[src/rtl/ciscud_pkg.sv]
// -----------------------------------------------------------------------------
// ciscud_pkg
// Definitions shared by the ciscud fetch and decode stages: instruction word
// width, the opcodes of the two-word instructions, the opcode field accessor
// and the fetch state encoding.
// -----------------------------------------------------------------------------
package ciscud_pkg;

   localparam int ANCHO_PALABRA = 16;

   // Opcodes that carry a second (immediate / target) word.
   localparam logic [3:0] OPC_LDI = 4'h4;
   localparam logic [3:0] OPC_JMP = 4'hC;

   typedef enum logic [2:0] {
      REPOSO  = 3'd0,
      PEDIR_I = 3'd1,
      CAPT_I  = 3'd2,
      PEDIR_M = 3'd3,
      CAPT_M  = 3'd4,
      ENTREGA = 3'd5
   } estado_t;

   // Opcode lives in the top nibble of the first instruction word.
   function automatic logic [3:0] campo_opcode(input logic [ANCHO_PALABRA-1:0] palabra);
      return palabra[15:12];
   endfunction

endpackage

[src/rtl/decodificador_longitud.sv]
// -----------------------------------------------------------------------------
// decodificador_longitud
// Combinational instruction-length decoder: tells whether a first instruction
// word is followed by an immediate/target word.
//   palabra_i       in   16  first instruction word
//   dos_palabras_o  out   1  instruction is two words long
// -----------------------------------------------------------------------------
module decodificador_longitud #(
   parameter logic [3:0] OPC_LDI = ciscud_pkg::OPC_LDI,
   parameter logic [3:0] OPC_JMP = ciscud_pkg::OPC_JMP
) (
   input  logic [15:0] palabra_i,
   output logic        dos_palabras_o
);
   import ciscud_pkg::*;

   logic [3:0] opcode;

   assign opcode         = campo_opcode(palabra_i);
   assign dos_palabras_o = (opcode == OPC_LDI) || (opcode == OPC_JMP);

endmodule

[src/rtl/unidad_busqueda.sv]
// -----------------------------------------------------------------------------
// unidad_busqueda
// Instruction fetch stage of the ciscud CPU. Reads one or two words from the
// registered-output program memory, assembles the instruction and hands it to
// the decoder over a valid/ready handshake. Execute can redirect at any time.
//   Reloj           in        clock
//   ReiniciarN      in        synchronous active-low reset
//   Direccion       out  AD   memory address (registered)
//   HabilitarSalida out   1   memory read enable (registered)
//   Salida          in   16   memory read data, one cycle after an enabled read
//   Saltar          in    1   redirect request
//   DireccionSalto  in   AD   redirect target
//   Instruccion     out  16   first word
//   Inmediato       out  16   second word, zero for one-word instructions
//   TieneInmediato  out   1   instruction is two words long
//   PCInstr         out  AD   address of the first word
//   InstrValida     out   1   instruction outputs are valid
//   InstrLista      in    1   decoder accepts the instruction
// -----------------------------------------------------------------------------
module unidad_busqueda #(
   parameter int                  ANCHO_DIR = 16,
   parameter logic [ANCHO_DIR-1:0] PC_INICIO = '0,
   parameter logic [3:0]          OPC_LDI   = ciscud_pkg::OPC_LDI,
   parameter logic [3:0]          OPC_JMP   = ciscud_pkg::OPC_JMP
) (
   input  logic                 Reloj,
   input  logic                 ReiniciarN,
   output logic [ANCHO_DIR-1:0] Direccion,
   output logic                 HabilitarSalida,
   input  logic [15:0]          Salida,
   input  logic                 Saltar,
   input  logic [ANCHO_DIR-1:0] DireccionSalto,
   output logic [15:0]          Instruccion,
   output logic [15:0]          Inmediato,
   output logic                 TieneInmediato,
   output logic [ANCHO_DIR-1:0] PCInstr,
   output logic                 InstrValida,
   input  logic                 InstrLista
);
   import ciscud_pkg::*;

   estado_t              estado_q, estado_d;
   logic [ANCHO_DIR-1:0] pc_q, pc_d;
   logic [ANCHO_DIR-1:0] dir_q, dir_d;
   logic                 hab_q, hab_d;
   logic [15:0]          instr_q, instr_d;
   logic [15:0]          inm_q, inm_d;
   logic                 tiene_q, tiene_d;
   logic [ANCHO_DIR-1:0] pcinstr_q, pcinstr_d;
   logic                 valida_q, valida_d;
   logic                 dos_palabras;
   logic [ANCHO_DIR-1:0] incremento;

   decodificador_longitud #(
      .OPC_LDI (OPC_LDI),
      .OPC_JMP (OPC_JMP)
   ) u_decodificador_longitud (
      .palabra_i      (Salida),
      .dos_palabras_o (dos_palabras)
   );

   assign incremento = tiene_q ? ANCHO_DIR'(2) : ANCHO_DIR'(1);

   always_comb begin
      // NOTE: every next-state value defaults to its register so that no path
      // through the case leaves a signal unassigned (which would infer a latch).
      estado_d  = estado_q;
      pc_d      = pc_q;
      dir_d     = dir_q;
      hab_d     = hab_q;
      instr_d   = instr_q;
      inm_d     = inm_q;
      tiene_d   = tiene_q;
      pcinstr_d = pcinstr_q;
      valida_d  = valida_q;

      case (estado_q)
         REPOSO: begin
            estado_d = PEDIR_I;
            dir_d    = pc_q;
            hab_d    = 1'b1;
         end
         PEDIR_I: estado_d = CAPT_I;
         CAPT_I: begin
            // Salida now holds the word read at pc_q.
            instr_d   = Salida;
            pcinstr_d = pc_q;
            if (dos_palabras) begin
               tiene_d  = 1'b1;
               dir_d    = pc_q + ANCHO_DIR'(1);
               hab_d    = 1'b1;
               estado_d = PEDIR_M;
            end else begin
               tiene_d  = 1'b0;
               inm_d    = 16'h0000;
               hab_d    = 1'b0;
               valida_d = 1'b1;
               estado_d = ENTREGA;
            end
         end
         PEDIR_M: estado_d = CAPT_M;
         CAPT_M: begin
            inm_d    = Salida;
            hab_d    = 1'b0;
            valida_d = 1'b1;
            estado_d = ENTREGA;
         end
         ENTREGA: begin
            if (valida_q && InstrLista) begin
               valida_d = 1'b0;
               pc_d     = pc_q + incremento;
               dir_d    = pc_q + incremento;
               hab_d    = 1'b1;
               estado_d = PEDIR_I;
            end
         end
         default: estado_d = REPOSO;
      endcase

      // A redirect overrides whatever the state machine chose this cycle,
      // including a transfer, and drops any word captured in this cycle.
      if (Saltar) begin
         instr_d   = instr_q;
         inm_d     = inm_q;
         tiene_d   = tiene_q;
         pcinstr_d = pcinstr_q;
         pc_d      = DireccionSalto;
         dir_d     = DireccionSalto;
         hab_d     = 1'b1;
         valida_d  = 1'b0;
         estado_d  = PEDIR_I;
      end
   end

   always_ff @(posedge Reloj) begin
      // NOTE: non-blocking assignments make every register sample the values
      // from before this edge, independent of statement order.
      if (!ReiniciarN) begin
         estado_q  <= REPOSO;
         pc_q      <= PC_INICIO;
         dir_q     <= '0;
         hab_q     <= 1'b0;
         instr_q   <= 16'h0000;
         inm_q     <= 16'h0000;
         tiene_q   <= 1'b0;
         pcinstr_q <= '0;
         valida_q  <= 1'b0;
      end else begin
         estado_q  <= estado_d;
         pc_q      <= pc_d;
         dir_q     <= dir_d;
         hab_q     <= hab_d;
         instr_q   <= instr_d;
         inm_q     <= inm_d;
         tiene_q   <= tiene_d;
         pcinstr_q <= pcinstr_d;
         valida_q  <= valida_d;
      end
   end

   assign Direccion       = dir_q;
   assign HabilitarSalida = hab_q;
   assign Instruccion     = instr_q;
   assign Inmediato       = inm_q;
   assign TieneInmediato  = tiene_q;
   assign PCInstr         = pcinstr_q;
   assign InstrValida     = valida_q;

endmodule

[config.mk]
export PLATFORM = sky130hd
export DESIGN_NAME = unidad_busqueda
export DESIGN_NICKNAME = d
export VERILOG_FILES = /design/src/rtl/ciscud_pkg.sv /design/src/rtl/decodificador_longitud.sv /design/src/rtl/unidad_busqueda.sv
export SDC_FILE = /design/constraint.sdc
export NUM_CORES = 1
export LEC_CHECK = 0
export BUFFER_PORTS_ARGS = -buffer_cell sky130_fd_sc_hd__buf_2
export CORE_MARGIN = 2
export CORE_UTILIZATION = 58
export CTS_CLUSTER_DIAMETER = 60
export DETAILED_ROUTE_END_ITERATION = 7
export PLACE_DENSITY = 0.86
export SYNTH_ARGS = -nofsm -noshare
export SYNTH_HDL_FRONTEND = slang
export SYNTH_HIERARCHICAL = 1
export SYNTH_SLANG_ARGS = --single-unit
export TNS_END_PERCENT = 10
[constraint.sdc]
create_clock -name Reloj -period 4.44 [get_ports Reloj]
set_input_delay 1.332 -clock Reloj [delete_from_list [all_inputs] [get_ports Reloj]]
set_output_delay 1.332 -clock Reloj [all_outputs]
set_load 0.02 [all_outputs]
==> results of run 1 <==
==> final timing paths <==
kind	start	endpoint	depth (start not counted)
max	Saltar	Direccion[5]$_SDFFE_PN0P_	7
min	PCInstr[11]$_SDFFE_PN0P_	PCInstr[11]$_SDFFE_PN0P_	2
max reg2reg	estado_q[2]$_SDFFE_PP0P_	Direccion[5]$_SDFFE_PN0P_	6
min reg2reg	PCInstr[11]$_SDFFE_PN0P_	PCInstr[11]$_SDFFE_PN0P_	2
==> per-stage QoR <==
step                hold WS [ns]  total power [W]  utilization (%)  std cells
global placement           0.441          0.00104             65.3        691
CTS                        0.460          0.00158             68.1        707
global route               0.475          0.00163             68.1        707
finish                     0.459          0.00158             68.1        707
floorplan                  0.458         0.000983                -        535
detailed placement         0.444          0.00104             65.3        691
==> worst max-delay path: stages <==
cell	delay, ns
sky130_fd_sc_hd__buf_2	0.50
sky130_fd_sc_hd__or4b_1	0.27
sky130_fd_sc_hd__nor2_4	0.05
sky130_fd_sc_hd__a21oi_1	0.47
sky130_fd_sc_hd__buf_4	0.32
sky130_fd_sc_hd__nand2_1	0.07
sky130_fd_sc_hd__a221oi_1	0.27
==> where the power goes <==
group / leakage, nW / internal [W] / switching [W]
sequential: 0.702 / 0.000800 / 0.0000421
combinational: 1.14 / 0.0000732 / 0.000114
clock: 0.0981 / 0.000221 / 0.000329
total: 1.94 / 0.00109 / 0.000485
==> registers in the layout (all words and copies together) (netlist names) <==
register	count
pc_q	16
Direccion	16
Inmediato	16
InstrValida	1
HabilitarSalida	1
estado_q	3
TieneInmediato	1
PCInstr	16
Instruccion	16
==> final cells by class <==
| class | count | area share, % |
|---|---|---|
| Clock buffer | 9 | 2.53 |
| Clock inverter | 7 | 1.54 |
| Inverter | 6 | 0.461 |
| Multi-Input combinational cell | 392 | 46.3 |
| Sequential cell | 86 | 35.2 |
| Tap cell | 99 | 2.53 |
| Timing Repair Buffer | 108 | 11.4 |
==> cells by family after synthesis <==
family,count (synthesis),synth area share (%)
AND/OR/NAND/NOR,207,23.6
AO/OA/AOI/OAI,152,22.0
flip-flops,86,40.4
buffers and inverters,57,6.46
XOR/XNOR,24,4.94
multiplexers,5,1.23
adder cells (fa/ha/maj),4,1.35
==> layout by cell type, fill, tap and decap left out, types with 7 or more instances in the layout <==
| cell | Yosys | layout |
|---|---|---|
| sky130_fd_sc_hd__nand2_1 | 100 | 100 |
| sky130_fd_sc_hd__a22oi_1 | 18 | 18 |
| sky130_fd_sc_hd__o21ai_0 | 28 | 28 |
| sky130_fd_sc_hd__nor3_1 | 12 | 12 |
| sky130_fd_sc_hd__a221oi_1 | 9 | 9 |
| sky130_fd_sc_hd__dfxtp_1 | 86 | 86 |
| sky130_fd_sc_hd__nor2_1 | 36 | 35 |
| sky130_fd_sc_hd__nand3_1 | 12 | 12 |
| sky130_fd_sc_hd__clkbuf_8 | 0 | 9 |
| sky130_fd_sc_hd__nor4_1 | 7 | 7 |
| sky130_fd_sc_hd__xnor2_1 | 18 | 18 |
| sky130_fd_sc_hd__a31oi_1 | 7 | 7 |
| sky130_fd_sc_hd__a21oi_1 | 64 | 64 |
| sky130_fd_sc_hd__nand2b_1 | 7 | 7 |
| sky130_fd_sc_hd__buf_2 | 11 | 102 |
==> layer usage <==
metal | part of all wire (%) | global-route usage, %
met4 | 3.3 | 14.0
met3 | 7.6 | 5.48
met5 | 0 | 0
met1 | 40 | 34.1
met2 | 49 | 46.3
==> summary.md, run 1 <==
| Metric | Value |
|---|---|
| Synthesized area | `4260 um2` |
| Power Density | `323 nW/um2` |
| Element type at the critical path end | `register` |
| Core region area | `7180 um2` |
| Port bufs | `102` |
| FFs w/ async S/R, synth | `0%` |
| GP Congestion | `0.921` |
| Seq/Total Area, Yosys | `40.4%` |
| YS warnings | `6` |
| Setup TNS | `0 ns` |
| Worst IR drop on VDD | `195 uV` |
| # rows | `31` |
| TritonCTS buffer count | `9` |
| Setup repair after global routing missed its margin | `no` |
| Area taken by multi-input logic gates | `2260 um2` |
| Biggest area consumer among synthesized cells | `sky130_fd_sc_hd__dfxtp_1` |
| Final Hold Violating Endpoints | `0` |
| Clock period minus final worst setup slack | `3.03 ns` |
| # IOs | `103` |
| Run status | `finished clean` |
| Leftover overflow at the end of global routing | `0` |
| Top cells by count, synth | `100 x sky130_fd_sc_hd__nand2_1, 86 x sky130_fd_sc_hd__dfxtp_1, 64 x sky130_fd_sc_hd__a21oi_1, 36 x sky130_fd_sc_hd__nor2_1, 28 x sky130_fd_sc_hd__o21ai_0` |
| Root buf cell | `sky130_fd_sc_hd__clkbuf_8` |
| Number of flops mapped to enable cells by yosys | `0` |
| Total of flip-flops plus latches after synthesis | `86` |
| Vertical extent of the die | `89.7 um` |
| Setup slack after layout | `1.41 ns` |
| Net total in the final layout | `643` |
| Crit path arrival time | `3.29 ns` |
| WP data required | `4.71 ns` |
| Via density per instance | `6.06` |
| Number of standard cells after synthesis | `535` |
| Wire length of the first global-routing pass | `17500 um` |
| R2r setup slk | `1.70 ns` |
| Total placed instance area | `4690 um2` |
| Class of the most critical hold timing path | `register to register` |
| Final setup vio count | `0` |
| Post-synthesis area per instance | `7.96 um2` |
| Dpl ws | `1.05 ns` |
| Post-route cell area | `4890 um2` |
| Post-CTS repair timing setup buffer count | `0` |
| Clock edge transition at the registers on the reported setup and hold paths | `0.10 ns` |
| Total track usage | `27.8%` |
| Number of pins exceeding their max-slew limit in the final report | `0` |
| Synthesized Nets | `575` |
| Vias in the first global route | `3808` |
| Highest clock frequency the design can meet | `0.330 GHz` |
| Deepest level of the CTS H-tree | `3` |
| Full die area | `8040 um2` |
| Max Root-Sink Buffers | `2` |
| Filler cells | `626` |
| Most frequently used flop master after synthesis | `sky130_fd_sc_hd__dfxtp_1` |
| Total of hold buffers inserted after clock tree synthesis | `0` |
| Initial cell density of the core | `59.4%` |
| Post-CTS Resized | `0` |
| Leading post-synthesis cells by cell area | `sky130_fd_sc_hd__dfxtp_1 40%, sky130_fd_sc_hd__nand2_1 8.8%, sky130_fd_sc_hd__a21oi_1 7.5%` |
| Width of the chip | `89.7 um` |
| Final routed wire length divided by cell count | `16.3 um` |
| Sum of routed wire length over all layers | `11500 um` |
| Part of the cycle the worst path needs | `68.2%` |
| Top-area cell type share of the netlist area | `40.4%` |
| Most frequent cell after synthesis | `sky130_fd_sc_hd__nand2_1` |
| Half-perimeter wire length after placement | `7840 um` |
| Area occupied by registers | `1720 um2` |
| Via Count | `4283` |
| Detailed Route Iter0 Violations | `404` |
| TritonCTS clock tree | `done` |
| Largest driver fanout on the critical path | `33` |
| Share of cells above drive strength 1 | `22.7%` |
| Worst clock skew | `0.0135 ns` |
| Number of remaining DRC errors | `0` |
| Clock Latency Late Sink | `0.37 ns` |
| Worst relative slew slack | `17.1%` |
| Largest net degree at the start of global routing | `41` |
| Antenna-violating nets left | `0` |
| Number of antenna violations at the first check in global routing | `0` |
| Number of maximum-capacitance violations | `0` |
| Setup crit start kind | `input pin` |
| Category of the critical setup timing path | `input pin to register` |
| Pre-Repair DR Iteration Count | `5` |
| Count of antenna diodes in the layout | `0` |
| Number of distinct standard cells referenced by the synthesized netlist | `60` |
| Leakage | `1.94 nW` |
| Slew @ Worst Pin | `1.24 ns` |
| Syn-to-layout area delta | `14.7%` |
| Count of clock tree sinks | `86` |
(Power assumes the default switching activity.)
==> inputs of run 2 (changes only) <==
--- a/config.mk
+++ b/config.mk
@@ -5,12 +5,13 @@
 export SDC_FILE = /design/constraint.sdc
 export NUM_CORES = 1
 export LEC_CHECK = 0
+export ABC_AREA = 1
 export BUFFER_PORTS_ARGS = -buffer_cell sky130_fd_sc_hd__buf_2
 export CORE_MARGIN = 2
-export CORE_UTILIZATION = 58
+export CORE_UTILIZATION = 54
 export CTS_CLUSTER_DIAMETER = 60
 export DETAILED_ROUTE_END_ITERATION = 7
-export PLACE_DENSITY = 0.86
+export PLACE_DENSITY = 0.8
 export SYNTH_ARGS = -nofsm -noshare
 export SYNTH_HDL_FRONTEND = slang
 export SYNTH_HIERARCHICAL = 1
==> constraint.sdc (replaced) <==
create_clock -name Reloj -period 3.2 [get_ports Reloj]
set_input_delay 0.96 -clock Reloj [delete_from_list [all_inputs] [get_ports Reloj]]
set_output_delay 0.96 -clock Reloj [all_outputs]
set_load 0.02 [all_outputs]
==> summary.md, run 2 <==
| Metric | Value |
|---|---|
| Run status | `finished clean` |
| Most frequent cells in the layout | `125 x sky130_fd_sc_hd__nand2_1, 102 x sky130_fd_sc_hd__buf_2, 89 x sky130_fd_sc_hd__nand3_1` |
| Core region area | `7810 um2 (+8.8%)` |
| Synthesized Nets | `690 (+20%)` |
| Full die area | `8920 um2 (+11%)` |
| WP data required | `3.51 ns (-1.20 ns)` |
| Width of the chip | `94.4 um (+5.3%)` |
| Clock Latency Late Sink | `0.36 ns (about the same)` |
| YS warnings | `6 (unchanged)` |
| Clock period minus final worst setup slack | `2.20 ns` |
| Setup repair after global routing missed its margin | `no` |
| Post-route cell area | `5100 um2 (+4.3%)` |
| Most common library cell in the layout ignoring fill and taps | `sky130_fd_sc_hd__nand2_1` |
| Number of cells after detailed placement | `823 (+19%)` |
| Startpoint of the tightest hold check path | `Inmediato[8]$_SDFFE_PN0P_` |
| Number of flops mapped to enable cells by yosys | `0 (unchanged)` |
| Number of standard cells after synthesis | `650 (+21%)` |
| Beginning of the worst register-to-register path | `pc_q[0]$_SDFFE_PN0P_` |
| Top-area cell type share of the netlist area | `39.0% (-1.4 points)` |
| Antenna-violating nets left | `0 (unchanged)` |
| Number of distinct standard cells referenced by the synthesized netlist | `30 (-50%)` |
| Synthesized area | `4420 um2 (+3.7%)` |
| Number of maximum-capacitance violations | `0 (unchanged)` |
| Root buf cell | `sky130_fd_sc_hd__clkbuf_8` |
| Via density per instance | `5.61 (-7.4%)` |
| Count of clock tree sinks | `86 (unchanged)` |
| Post-synthesis area per instance | `6.79 um2 (-15%)` |
| Top layer in use | `met4` |
| Total of hold buffers inserted after clock tree synthesis | `0 (unchanged)` |
| TritonCTS clock tree | `done` |
| Half-perimeter wire length after placement | `8920 um (+14%)` |
| Vertical extent of the die | `94.4 um (+5.3%)` |
| TritonCTS buffer count | `9 (unchanged)` |
| Worst relative slew slack | `23.7% (+6.6 points)` |
| GP Congestion | `0.954 (+3.5%)` |
| Length of routed met3 wiring | `989 um (+13%)` |
| Depth of the worst register-to-register path | `10 (+4)` |
| Leakage | `2.40 nW (+23%)` |
| Final Hold Violating Endpoints | `0 (unchanged)` |
| Port bufs | `102 (unchanged)` |
| Detailed Route Iter0 Violations | `423 (+4.7%)` |
| Pre-Repair DR Iteration Count | `6 (+1)` |
| Worst IR drop on VDD | `239 uV (+22%)` |
| Filler cells | `722 (+15%)` |
| Biggest area consumer among synthesized cells | `sky130_fd_sc_hd__dfxtp_1` |
| Number of remaining DRC errors | `0 (unchanged)` |
| Total placed instance area | `4910 um2 (+4.8%)` |
| Leftover overflow at the end of global routing | `0 (unchanged)` |
| Largest net degree at the start of global routing | `55 (+34%)` |
| Share of cells above drive strength 1 | `19.7% (-3.0 points)` |
| Vias in the first global route | `4323 (+14%)` |
| Post-CTS repair timing setup buffer count | `0 (unchanged)` |
| Highest clock frequency the design can meet | `0.455 GHz` |
| R2r setup slk | `1.00 ns (-0.70 ns)` |
| Wire length of the first global-routing pass | `20600 um (+18%)` |
| Deepest level of the CTS H-tree | `3 (unchanged)` |
| Cell family with most CP delay | `simple AND/OR/NAND/NOR gates` |
| Number of antenna violations at the first check in global routing | `0 (unchanged)` |
| Slew @ Worst Pin | `1.14 ns (-0.0990 ns)` |
| Largest driver fanout on the critical path | `7 (-79%)` |
| Class of the most critical hold timing path | `register to register` |
| Met2 wire length | `6290 um (+11%)` |
| Crit-path slowest cell | `sky130_fd_sc_hd__dfxtp_1` |
| Final routed wire length divided by cell count | `15.5 um (-4.8%)` |
| Worst min-delay path endpoint | `Inmediato[8]$_SDFFE_PN0P_` |
| Largest stage delay on the critical path | `0.46 ns (-0.04 ns)` |
| Syn-to-layout area delta | `15.4%` |
| Leading post-synthesis cells by cell area | `sky130_fd_sc_hd__dfxtp_1 39%, sky130_fd_sc_hd__nand2_1 11%, sky130_fd_sc_hd__nand3_1 10%` |
| Post-CTS Resized | `0 (unchanged)` |
| Part of the cycle the worst path needs | `68.7%` |
| Finished Layout Cells | `839 (+19%)` |
| Worst-path cell chain | `ha_1 > fa_1 > nand3_1 > nor2_2 > nand2_1 > a21oi_1 > nand3_1 > nand3_1 > nand2_1 > inv_1` |
| Clock edge transition at the registers on the reported setup and hold paths | `0.09 ns (about the same)` |
| Most frequently used flop master after synthesis | `sky130_fd_sc_hd__dfxtp_1` |
| Final setup vio count | `0 (unchanged)` |
| Min-Delay Path Depth | `2 (unchanged)` |
| FFs w/ async S/R, synth | `0% (unchanged)` |
| Max Root-Sink Buffers | `2 (unchanged)` |
| Most frequent cell after synthesis | `sky130_fd_sc_hd__nand2_1` |
| Final total power | `0.00220 W (+39%)` |
| # rows | `32 (+3.2%)` |
| Crit path arrival time | `2.51 ns (-0.78 ns)` |
| Power Density | `432 nW/um2 (+34%)` |
| Count of antenna diodes in the layout | `0 (unchanged)` |
| Top cells by count, synth | `125 x sky130_fd_sc_hd__nand2_1, 89 x sky130_fd_sc_hd__nand3_1, 86 x sky130_fd_sc_hd__dfxtp_1, 75 x sky130_fd_sc_hd__nor2_1, 62 x sky130_fd_sc_hd__a21oi_1` |
| Most frequent CP cell | `sky130_fd_sc_hd__nand3_1` |
| Number of pins exceeding their max-slew limit in the final report | `0 (unchanged)` |
| Initial cell density of the core | `56.6% (-2.8 points)` |
| Category of the critical setup timing path | `register to register` |
| Setup TNS | `0 ns (unchanged)` |
| # IOs | `103 (unchanged)` |
| Post-route met1 wirelength | `5400 um (+17%)` |
| Setup crit start kind | `register` |
| Total of flip-flops plus latches after synthesis | `86 (unchanged)` |
| FF-to-FF End | `Direccion[8]$_SDFFE_PN0P_` |
| Element type at the critical path end | `register` |
| Net total in the final layout | `772 (+20%)` |
| Crit path buffers/inverters | `1 (-1)` |
| Seq/Total Area, Yosys | `39.0% (-1.4 points)` |
| Via Count | `4705 (+9.9%)` |
| Sum of routed wire length over all layers | `13000 um (+13%)` |
| Worst clock skew | `0.0109 ns (-0.00258 ns)` |
| Total track usage | `29.4% (+1.6 points)` |
run 2: changes by cell type after synthesis, sizes merged, moves of 8 or more:
cell | previous run | this run
nand3 | 12 | 92
xnor2 | 18 | 0
o21ai | 28 | 59
nor2 | 37 | 84
a22oi | 18 | 0
nor3 | 12 | 3
inv | 6 | 60
nor4 | 9 | 0
a221oi | 10 | 0
o21a | 1 | 9
clkbuf | 29 | 13
nand2 | 100 | 129
run 2: worst max path at each step:
stage,from,endpoint,cells after the start
floorplan,Saltar,Direccion[11]$_SDFFE_PN0P_,9
finish,pc_q[0]$_SDFFE_PN0P_,Direccion[8]$_SDFFE_PN0P_,10
global route,pc_q[0]$_SDFFE_PN0P_,pc_q[8]$_SDFFE_PN0P_,8
CTS,pc_q[0]$_SDFFE_PN0P_,Direccion[14]$_SDFFE_PN0P_,11
global placement,Saltar,Direccion[12]$_SDFFE_PN0P_,8
detailed placement,Saltar,Direccion[12]$_SDFFE_PN0P_,8
run 2: area by class of cell:
class,instances,area [um2],share of cell area (%)
multi-input combinational,468,2290,44.9
sequential,86,1720,33.8
timing repair buffer,107,548,10.8
inverter,60,228,4.47
clock buffer,10,138,2.70
tap,102,128,2.50
clock inverter,6,45.0,0.884
run 2: cells by family after synthesis:
group / after synthesis / share of synthesized area, %
AND/OR/NAND/NOR: 318 / 32.6
AO/OA/AOI/OAI: 143 / 17.3
buffers and inverters: 96 / 9.21
flip-flops: 86 / 39.0
adder cells (fa/ha/maj): 4 / 1.30
XOR/XNOR: 3 / 0.595
run 2: worst register-to-register path, stage by stage, from the launching register on:
cell	delay [ns]
sky130_fd_sc_hd__dfxtp_1	0.46
sky130_fd_sc_hd__ha_1	0.24
sky130_fd_sc_hd__fa_1	0.34
sky130_fd_sc_hd__nand3_1	0.23
sky130_fd_sc_hd__nor2_2	0.32
sky130_fd_sc_hd__nand2_1	0.09
sky130_fd_sc_hd__a21oi_1	0.18
sky130_fd_sc_hd__nand3_1	0.09
sky130_fd_sc_hd__nand3_1	0.11
sky130_fd_sc_hd__nand2_1	0.05
sky130_fd_sc_hd__inv_1	0.04
run 2: power by group:
part / total (W) / internal, W / switching, W
sequential: 0.00116 / 0.00111 / 0.0000423
clock: 0.000732 / 0.000308 / 0.000424
combinational: 0.000314 / 0.000104 / 0.000209
run 2: metrics by stage:
| step | utilization, % | hold WS (ns) | setup slack [ns] |
|---|---|---|---|
| 6_report | 65.3 | 0.492 | 1.00 |
| 2_1_floorplan | - | 0.476 | 1.19 |
| 3_3_place_gp | 62.9 | 0.471 | 0.758 |
| 4_1_cts | 65.3 | 0.491 | 1.08 |
| 3_5_place_dp | 62.9 | 0.477 | 0.714 |
| 5_1_grt | 65.3 | 0.515 | 0.860 |
run 2: per-layer routing:
metal | vias to the layer above | GRT usage (%)
met1 | 2151 | 35.9
met2 | 210 | 50.6
met3 | 30 | 5.67
li1 | 2314 | -
met5 | - | 0
met4 | 0 | 12.2
==> inputs of run 3 (changes only) <==
--- a/config.mk
+++ b/config.mk
@@ -5,13 +5,13 @@
 export SDC_FILE = /design/constraint.sdc
 export NUM_CORES = 1
 export LEC_CHECK = 0
-export ABC_AREA = 1
+export ABC_AREA = 0
 export BUFFER_PORTS_ARGS = -buffer_cell sky130_fd_sc_hd__buf_2
 export CORE_MARGIN = 2
-export CORE_UTILIZATION = 54
+export CORE_UTILIZATION = 48
 export CTS_CLUSTER_DIAMETER = 60
 export DETAILED_ROUTE_END_ITERATION = 7
-export PLACE_DENSITY = 0.8
+export PLACE_DENSITY = 0.76
 export SYNTH_ARGS = -nofsm -noshare
 export SYNTH_HDL_FRONTEND = slang
 export SYNTH_HIERARCHICAL = 1
==> constraint.sdc (replaced) <==
create_clock -name Reloj -period 1.9 [get_ports Reloj]
set_input_delay 0.57 -clock Reloj [delete_from_list [all_inputs] [get_ports Reloj]]
set_output_delay 0.57 -clock Reloj [all_outputs]
set_load 0.02 [all_outputs]
==> summary.md, run 3 (synthesis gave the netlist of run 1 again) <==
| Metric | Value |
|---|---|
| Wire length of the first global-routing pass | `21300 um (+3.5%)` |
| Leakage | `2.47 nW (+2.8%)` |
| Deepest level of the CTS H-tree | `3 (unchanged)` |
| Root buf cell | `sky130_fd_sc_hd__clkbuf_8` |
| GRT Max-Usage Layer | `met2` |
| Crit path arrival time | `2.25 ns (-0.26 ns)` |
| Antenna-violating nets left | `0 (unchanged)` |
| Full die area | `9640 um2 (+8.1%)` |
| Run status | `finished with violations` |
| GP Congestion | `0.910 (-4.6%)` |
| Final routed wire length divided by cell count | `17.0 um (+9.8%)` |
| Number of remaining DRC errors | `0 (unchanged)` |
| Met1 demand-to-capacity share in global routing | `35.3% (-0.63 points)` |
| Vertical extent of the die | `98.2 um (+4.0%)` |
| Min-Delay Path Depth | `3 (+1)` |
| Power Density | `659 nW/um2 (+53%)` |
| Part of the cycle the worst path needs | `105% (+36 points)` |
| Clock Latency Late Sink | `0.37 ns (about the same)` |
| Detailed Route Iter0 Violations | `373 (-12%)` |
| Met2 track utilization from global routing | `44.7% (-5.9 points)` |
| Setup crit start kind | `register` |
| Worst relative slew slack | `56.3% (+33 points)` |
| Highest clock frequency the design can meet | `0.501 GHz (+10%)` |
| Via density per instance | `5.80 (+3.5%)` |
| Pre-Repair DR Iteration Count | `5 (-1)` |
| Most frequent cells in the layout | `102 x sky130_fd_sc_hd__buf_2, 100 x sky130_fd_sc_hd__nand2_1, 80 x sky130_fd_sc_hd__buf_4` |
| Final setup vio count | `9 (+9)` |
| Port bufs | `102 (unchanged)` |
| # IOs | `103 (unchanged)` |
| Beginning of the worst register-to-register path | `pc_q[0]$_SDFFE_PN0P_` |
| Worst IR drop on VDD | `505 uV (+110%)` |
| Category of the critical setup timing path | `register to register` |
| Number of maximum-capacitance violations | `0 (unchanged)` |
| Share of cells above drive strength 1 | `39.1% (+19 points)` |
| Sum of routed wire length over all layers | `13700 um (+4.8%)` |
| Violations in the final reports | `negative setup slack` |
| Slew @ Worst Pin | `0.655 ns (-0.488 ns)` |
| Vias in the first global route | `4300 (-0.53%)` |
| Most common library cell in the layout ignoring fill and taps | `sky130_fd_sc_hd__buf_2` |
| Worst-path cell chain | `buf_6 > ha_4 > fa_2 > nand3_4 > nor3_1 > xor2_1 > a221oi_2 > a21oi_2` |
| Via Count | `4647 (-1.2%)` |
| Clock period minus final worst setup slack | `2.00 ns (-0.202 ns)` |
| Worst hold slack after final layout | `0.433 ns (-0.0592 ns)` |
| Met3 layer usage reported by global route | `4.80% (-0.87 points)` |
| WP data required | `2.16 ns (-1.35 ns)` |
| Filler cells | `694 (-3.9%)` |
| Syn-to-layout area delta | `38.1%` |
| Worst clock skew | `0.00785 ns (-0.00303 ns)` |
| TritonCTS buffer count | `9 (unchanged)` |
| Width of the chip | `98.2 um (+4.0%)` |
| Largest stage delay on the critical path | `0.42 ns (-0.04 ns)` |
| Leftover overflow at the end of global routing | `0 (unchanged)` |
| Clock edge transition at the registers on the reported setup and hold paths | `0.11 ns (+0.02 ns)` |
| Total placed instance area | `5300 um2 (+7.9%)` |
| Initial cell density of the core | `49.1% (-7.5 points)` |
| Class of the most critical hold timing path | `input pin to register` |
| Core region area | `8680 um2 (+11%)` |
| Crit-path slowest cell | `sky130_fd_sc_hd__fa_2` |
| Element type at the critical path end | `register` |
| Final total power | `0.00388 W (+76%)` |
| Final Hold Violating Endpoints | `0 (unchanged)` |
| Depth of the worst register-to-register path | `8 (-2)` |
| Startpoint of the tightest hold check path | `Salida[8]` |
| # rows | `34 (+6.3%)` |
| Count of clock tree sinks | `86 (unchanged)` |
| FF-to-FF End | `Direccion[8]$_SDFFE_PN0P_` |
| TritonCTS clock tree | `done` |
| Total track usage | `27.0% (-2.4 points)` |
| Total of hold buffers inserted after clock tree synthesis | `0 (unchanged)` |
| Largest net degree at the start of global routing | `35 (-36%)` |
| Number of antenna violations at the first check in global routing | `0 (unchanged)` |
| R2r setup slk | `-0.1 ns (-1.10 ns)` |
| Half-perimeter wire length after placement | `9300 um (+4.2%)` |
| Number of pins exceeding their max-slew limit in the final report | `0 (unchanged)` |
| Max Root-Sink Buffers | `2 (unchanged)` |
| Worst min-delay path endpoint | `Instruccion[8]$_SDFFE_PN0P_` |
| Net total in the final layout | `728 (-5.7%)` |
| Largest driver fanout on the critical path | `7 (unchanged)` |
| Setup slack after layout | `-0.0960 ns (-1.10 ns)` |
| Post-route cell area | `5880 um2 (+15%)` |
| Count of antenna diodes in the layout | `0 (unchanged)` |
| Setup repair after global routing missed its margin | `yes` |
| Setup TNS | `-0.391 ns (-0.391 ns)` |
## run 3: cell types whose count changed in the layout (fill, tap and decap cells not counted), sizes merged, moves of 29 or more
cell | before | now
o21ai | 59 | 28
nand2 | 129 | 100
inv | 62 | 10
nand3 | 92 | 12
nor2 | 84 | 37
buf | 107 | 193
## run 3: cell type report
type	instances	area [um2]	area share, %
multi-input cells	392	2540	43.2
inverters	6	22.5	0.383
well taps	108	135	2.30
clock inverters	7	72.6	1.23
clock buffers	9	124	2.11
flip-flops and latches	86	1740	29.5
repair buffers	193	1250	21.3
## run 3: how the worst max path moves through the flow
stage                                 from                    endpoint  slack, ns  cells past startpoint
2_1_floorplan                       Saltar   Inmediato[0]$_SDFFE_PN0P_      -0.14                      8
3_3_place_gp                    Salida[13]  Inmediato[10]$_SDFFE_PN0P_      -0.20                      6
3_5_place_dp                    Salida[13]  Inmediato[10]$_SDFFE_PN0P_      -0.36                      6
4_1_cts        TieneInmediato$_SDFFE_PN0P_       pc_q[13]$_SDFFE_PN0P_      -0.06                      5
5_1_grt               pc_q[0]$_SDFFE_PN0P_        pc_q[8]$_SDFFE_PN0P_      -0.13                      9
6_report              pc_q[0]$_SDFFE_PN0P_   Direccion[8]$_SDFFE_PN0P_       -0.1                      8
## run 3: through the flow
step | setup slack, ns | utilization, % | cells
floorplan | -0.144 | - | 535
global placement | -0.202 | 61.1 | 776
detailed placement | -0.360 | 61.1 | 776
CTS | -0.0613 | 64.1 | 792
global route | -0.127 | 67.8 | 801
finish | -0.0960 | 67.8 | 801
## run 3: what timing repair did
item	4_1_cts	5_1_grt
setup endpoints to repair	39	25
resized for setup	15	67
setup buffers	0	9
pin swaps	4	23
## run 3: power breakdown
group,switching (W),internal [W]
combinational,0.000373,0.000282
clock,0.000781,0.000516
sequential,0.0000567,0.00187
## run 3: per-layer routing
metal | wire length (um) | part of all wire (%) | vias to the layer above
li1 | - | - | 2187
met1 | 5650 | 41 | 2213
met3 | 879 | 6.4 | 49
met2 | 6700 | 49 | 198
met4 | 418 | 3.1 | 0
met5 | 0 | 0 | -
## run 3: worst max-delay path: cells and delay by family, from the launching register on
family	cells	cell delay [ns]
DFF	1	0.36
buffers and inverters	1	0.11
adders and majority gates	2	0.59
and+or+nand+nor	2	0.26
AOI/OAI and AO/OA	2	0.40
xor gates and xnor gates	1	0.16
